$ cat src/rtl/data_serializer.sv
// Parallel-to-serial frame sender: captures STAGE words on load and emits them one per transfer.
// Define DATA_SERIALIZER_BACKPRESSURE_EN to honour out_ready; otherwise a word advances every SHIFT cycle.
module data_serializer #(
    parameter int STAGE  = 8,
    parameter int DWIDTH = 8
) (
    input  logic              clk,
    input  logic              rst,
    input  logic              load,
    input  logic [DWIDTH-1:0] data_d [0:STAGE-1],
    input  logic              out_ready,
    output logic [DWIDTH-1:0] out_data,
    output logic              out_valid,
    output logic              out_last,
    output logic              busy,
    output logic              done
);

    localparam int IW = (STAGE > 1) ? $clog2(STAGE) : 1;
    localparam logic [IW-1:0] LAST_IDX = IW'(STAGE - 1);

    typedef enum logic [1:0] {
        IDLE  = 2'd0,
        SHIFT = 2'd1,
        DONE  = 2'd2
    } state_t;

    state_t            state, state_nxt;
    logic [IW-1:0]     idx, idx_nxt;
    logic [DWIDTH-1:0] buffer [0:STAGE-1];
    logic [DWIDTH-1:0] hold_q;
    logic              capture;
    logic              ready_eff;

`ifdef DATA_SERIALIZER_BACKPRESSURE_EN
    assign ready_eff = out_ready;
`else
    logic unused_ready;
    assign unused_ready = out_ready;
    assign ready_eff    = 1'b1;
`endif

    always_comb begin
        state_nxt = state;
        idx_nxt   = idx;
        capture   = 1'b0;
        out_valid = 1'b0;
        out_last  = 1'b0;
        busy      = 1'b0;
        done      = 1'b0;
        out_data  = hold_q;
        case (state)
            IDLE: begin
                if (load) begin
                    capture   = 1'b1;
                    idx_nxt   = '0;
                    state_nxt = SHIFT;
                end
            end
            SHIFT: begin
                out_valid = 1'b1;
                busy      = 1'b1;
                out_data  = buffer[idx];
                out_last  = (idx == LAST_IDX);
                if (ready_eff) begin
                    // The final transfer leaves idx parked at the last word instead of wrapping.
                    if (idx == LAST_IDX) state_nxt = DONE;
                    else                 idx_nxt   = idx + IW'(1);
                end
            end
            DONE: begin
                done      = 1'b1;
                state_nxt = IDLE;
            end
            default: state_nxt = IDLE;
        endcase
    end

    always_ff @(posedge clk) begin
        if (rst) begin
            state  <= IDLE;
            idx    <= '0;
            hold_q <= '0;
            for (int i = 0; i < STAGE; i++) buffer[i] <= '0;
        end else begin
            state <= state_nxt;
            idx   <= idx_nxt;
            // Remember the word on the bus so out_data keeps it once the frame ends.
            if (state == SHIFT) hold_q <= buffer[idx];
            if (capture) begin
                for (int i = 0; i < STAGE; i++) buffer[i] <= data_d[i];
            end
        end
    end

endmodule

$ cat config.mk
export PLATFORM = sky130hd
export DESIGN_NAME = data_serializer
export DESIGN_NICKNAME = d
export VERILOG_FILES = /design/src/rtl/data_serializer.sv
export SDC_FILE = /design/constraint.sdc
export NUM_CORES = 1
export LEC_CHECK = 0
export CELL_PAD_IN_SITES_DETAIL_PLACEMENT = 0
export CELL_PAD_IN_SITES_GLOBAL_PLACEMENT = 1
export CORE_ASPECT_RATIO = 0.5
export CORE_MARGIN = 2
export CORE_UTILIZATION = 25
export DETAILED_ROUTE_END_ITERATION = 8
export PLACE_DENSITY_LB_ADDON = 0.05
export SETUP_SLACK_MARGIN = 0.05
export SYNTH_ARGS = -nofsm -noshare
export SYNTH_HDL_FRONTEND = slang
export SYNTH_SLANG_ARGS = --single-unit
$ cat constraint.sdc
create_clock -name clk -period 5.23 [get_ports clk]
set_input_delay 1.046 -clock clk [delete_from_list [all_inputs] [get_ports clk]]
set_output_delay 1.046 -clock clk [all_outputs]
set_load 0.005 [all_outputs]
Word-level counts from Yosys, hierarchy flattened
Memory sizes are Yosys's and may differ from the RTL's. A register that Yosys moved wholly into a read port is not among the register bits.
Index checks and enable logic that the tools add are counted.
{ "op_classes": {"add_sub_neg": 1, "n_mul": 0, "div": 0, "order_cmp": 0, "n_eq_ne": 6, "n_shift": 0, "n_mux": 27, "bitwise_logic": 8, "reduce_logical": 4} }
{ "ops": {"columns": ["operator", "count"], "rows": [
  ["$mux W8", 9],
  ["$mux W3", 4],
  ["$mux W1", 10],
  ["$or A1 B1 Y1", 8],
  ["$ne A2 B2 Y1 const B", 3],
  ["$pmux W3 S2", 1],
  ["$mux W2", 2],
  ["$pmux W2 S2", 1],
  ["$add A3 B1 Y3 const B", 1],
  ["$eq A3 B3 Y1 const B", 1],
  ["$reduce_and A3 Y1", 1],
  ["$eq A2 B1 Y1 const B", 1],
  ["$eq A2 B2 Y1 const B", 1],
  ["$logic_not A2 Y1", 1],
  ["$reduce_and A2 Y1", 1],
  ["$reduce_bool A2 Y1", 1]
]} }
{ "totals": {"reg_bits": 13, "latchBits": 0, "ramBits": 64, "mem_bits_ro": 0, "output_inout_bits": 12, "wordCells": 50, "mem_count": 1} }
{ "mem_list": {"columns": ["memory", "depth", "width", "rd", "rd_ports_with_merged_regs", "write_ports", "line", "rtl"], "rows": [
  ["buffer", 8, 8, 1, 1, 8, "30", "logic [DWIDTH-1:0] buffer [0:STAGE-1];"]
]} }

Logic depth before layout (Yosys ltp)
{ "logic_depth": {"depth_word": 6, "ltp_mapped": 6, "depth_no_buf": 6} }

Worst setup path before layout
OpenSTA, ideal clock, no wires.
{ "synth_path": {"path_type": "in2reg", "start": "input load", "end": "memory buffer[0][0] (enable)", "arrival_ps": 4126, "setup_slack_ps": 605, "stages": 2, "path_cell_list": "nand2b_1 > o21bai_1"} }
{ "synth_lines": {"columns": ["item", "line", "rtl"], "rows": [
  ["start, declared", "9", "input logic load,"],
  ["end, declared", "30", null]
]} }

==> metrics.md <==
| Metric | Value |
|---|---|
| CTS tree | `done` |
| Min-delay worst type | `reg -> reg` |
| Worst slew pin tran | `1.11 ns` |
| Count of final setup violators | `0` |
| Routed Antenna Nets | `0` |
| Worst Setup EP | `out_data[2]` |
| Status | `finished, final reports clean` |
| CP Launch Type | `flip-flop` |
| Fin cells | `550` |
| Pins over their slew limit | `0` |
| Peak VDD IR | `148 µV` |
| Clock Power Share | `39.8%` |
| Final instance area | `4830 µm²` |
| RR Startpoint | `state[0]` |
| Sw frac | `22.0%` |
| Total CTS buffers | `9` |
| Arrival time of the worst setup path | `2.95 ns` |
| Largest net degree at the start of global routing | `49` |
| Setup bufs post-CTS | `0` |
| DP Area | `4530 µm²` |
| # placed instances | `534` |
| Iteration-0 DRC count of the detailed router | `105` |
| Synthesis Warnings | `0` |
| Gr ovfl total | `0` |
| RSZ-0062 raised after global routing | `false` |
| Total GRT Usage | `11.8%` |
| Via count | `2258` |
| Final period utilization | `76.3%` |
| Switch Pwr | `0.000341 W` |
| Pre-antenna DRT Iters | `4` |
| Ant. Diodes | `0` |
| H-tree levels | `3` |
| DP HPWL | `5860 µm` |
| CP Capture Type | `primary output` |
| Max Clock Freq | `251 MHz` |
| Die Ht | `88.3 µm` |
| Num Clock Sinks | `80` |
| Total negative slack | `0 ns` |
| Power per cell area | `321 nW/µm²` |
| Initial Util | `25.9%` |
| Mapped Nets | `347` |
| Clock skew | `0.00718 ns` |
| Worst-skew pair later-pin latency | `0.33 ns` |
| DRC | `0` |
| Int Power | `0.00121 W` |
| DRT Wirelength | `8270 µm` |
| Avg Cell Area, Syn | `12.8 µm²` |
| Number of global-route vias before repair | `2402` |
| Post-synthesis cell area | `3550 µm²` |
| First-pass GRT wire length | `13200 µm` |
| Syn Inst Count | `277` |
| FF-to-FF End | `buffer[3][4]` |
| Max_slew headroom | `25.8%` |
| Synth Register Bits | `80` |
| Pleak | `1.73 nW` |
| CTS max path bufs | `2` |
| # IOs | `80` |
| Die width | `173 µm` |
| Synth unique cells | `33` |
| Crit path max fanout | `27` |
| Total power draw | `0.00155 W` |
| Comb pwr share | `11.3%` |
| Register-to-register path setup slack | `2.91 ns` |
| Row count | `30` |
| Sequential Power Share | `48.9%` |
| Via density | `4.11` |
| CP required | `4.18 ns` |
| Count of final hold-check violations | `0` |
| Number of fillers in the final layout | `1358` |
| Hold Buf Count CTS | `0` |
| Die Footprint | `15200 µm²` |
| Crit Path Class | `reg -> out` |
| Max Cap Violations | `0` |
| Routability cong. | `0.703` |
| Post-layout min period | `3.99 ns` |
| PortBufs | `78` |
| Clk slew on worst S/H paths | `0.06 ns` |
| CTS-repair resized insts | `0` |
| Nets | `423` |
| Number of antenna violations at the first check in global routing | `0` |
| CORE AREA | `13700 µm²` |
| Sequential-to-total area share from yosys stat | `63.1%` |
| Routed WL per cell | `15.0 µm` |
| Synthesis-to-layout area growth | `35.9%` |
| Root buf cell | `clkbuf_16` |
| Layout cell share with drive strength beyond 1 | `7.26%` |
| Worst r2r path cells | `3` |
-- synthesized netlist by cell type, drive strengths merged --
| master | instances | area, µm² |
|---|---|---|
| a211oi | 8 | 60.1 |
| a21o | 1 | 7.51 |
| a21oi | 3 | 15.0 |
| a221o | 3 | 30.0 |
| a22o | 4 | 35.0 |
| a22oi | 1 | 7.51 |
| and2 | 48 | 300 |
| and2b | 2 | 15.0 |
| buf | 7 | 53.8 |
| clkbuf | 10 | 37.5 |
| dfxtp | 16 | 320 |
| edfxtp | 64 | 1920 |
| ha | 2 | 25.0 |
| inv | 2 | 7.51 |
| mux2 | 8 | 90.1 |
| mux2i | 16 | 160 |
| nand2 | 17 | 63.8 |
| nand2b | 5 | 31.3 |
| nor2 | 10 | 37.5 |
| nor2b | 24 | 150 |
| nor3 | 3 | 20.0 |
| nor4bb | 2 | 20.0 |
| o21ai | 8 | 40.0 |
| o21bai | 1 | 7.51 |
| o221ai | 1 | 8.76 |
| o22ai | 3 | 18.8 |
| o41ai | 8 | 70.1 |
-- critical path, stage by stage, from the launching register on --
cell and delay [ns]:
dfxtp_2 0.74, buf_4 0.38, mux2i_1 0.12, a22o_1 0.32
o41ai_1 0.45, clkdlybuf4s50_1 0.60
-- worst min path at each step --
stage	startpoint	end	slack [ns]	depth (start not counted)
floorplan	hold_q[1]	hold_q[1]	0.42	2
global placement	hold_q[3]	hold_q[3]	0.43	2
detailed placement	hold_q[3]	hold_q[3]	0.44	2
CTS	hold_q[3]	hold_q[3]	0.46	2
global route	hold_q[3]	hold_q[3]	0.47	2
finish	hold_q[5]	hold_q[5]	0.45	2
-- layout make-up --
type / count / area, µm² / share of cell area, %
clock buffers: 10 / 229 / 4.74
clock inverters: 6 / 70.1 / 1.45
inverters: 2 / 7.51 / 0.155
multi-input cells: 178 / 1230 / 25.5
flip-flops and latches: 80 / 2240 / 46.4
well taps: 192 / 240 / 4.97
repair buffers: 82 / 811 / 16.8
-- power by group through the flow --
stage               Sequential (W)  Combinational [W]  Clock (W)
finish                    0.000758           0.000176   0.000617
global route              0.000763           0.000195   0.000673
CTS                       0.000759           0.000180   0.000641
detailed placement        0.000772           0.000179          0
global placement          0.000771           0.000177          0
floorplan                 0.000765          0.0000923          0
-- flip-flops by register name, summed over array words and instances (netlist names), named ones only --
register  flops
hold_q        8
state         2
buffer       64
idx           3
-- cell families (layout without fill, tap and decap cells) --
logic type,after synthesis,after routing,synth area share [%]
buffers and inverters,19,100,2.78
and+or+nand+nor,111,111,18.0
adders and majority gates,2,2,0.704
AOI/OAI and AO/OA,41,41,8.45
DFF,80,80,63.1
muxes,24,24,7.04
-- stage by stage --
step / hold slack [ns] / util (%) / worst slack [ns]
after floorplan: 0.420 / - / 0.605
after global placement: 0.430 / 33.1 / 1.55
after detailed placement: 0.440 / 33.1 / 1.57
after CTS: 0.457 / 35.3 / 1.19
after global routing: 0.470 / 35.3 / 1.04
final: 0.452 / 35.3 / 1.24
-- routing by layer --
| metal | track usage (%) | vias to the layer above | part of all wire (%) |
|---|---|---|---|
| li1 | - | 1151 | - |
| met1 | 17.0 | 1045 | 54 |
| met2 | 16.4 | 54 | 40 |
| met3 | 4.42 | 8 | 5.0 |
| met4 | 3.26 | 0 | 0.85 |
| met5 | 0 | - | 0 |
-- layout by cell type, fill, tap and decap left out, types with 4 or more instances in the layout --
cell / synthesis / routed
a211oi_1: 8 / 8
a22o_1: 4 / 4
and2_1: 48 / 48
buf_4: 2 / 4
clkbuf_16: 0 / 9
clkdlybuf4s50_1: 0 / 78
dfxtp_1: 16 / 15
edfxtp_1: 64 / 64
mux2_1: 4 / 4
mux2_2: 4 / 4
mux2i_1: 16 / 16
nand2_1: 17 / 17
nand2b_1: 5 / 5
nor2_1: 10 / 10
nor2b_1: 24 / 24
o21ai_1: 8 / 8
o41ai_1: 8 / 8
(Power assumes the default switching activity.)
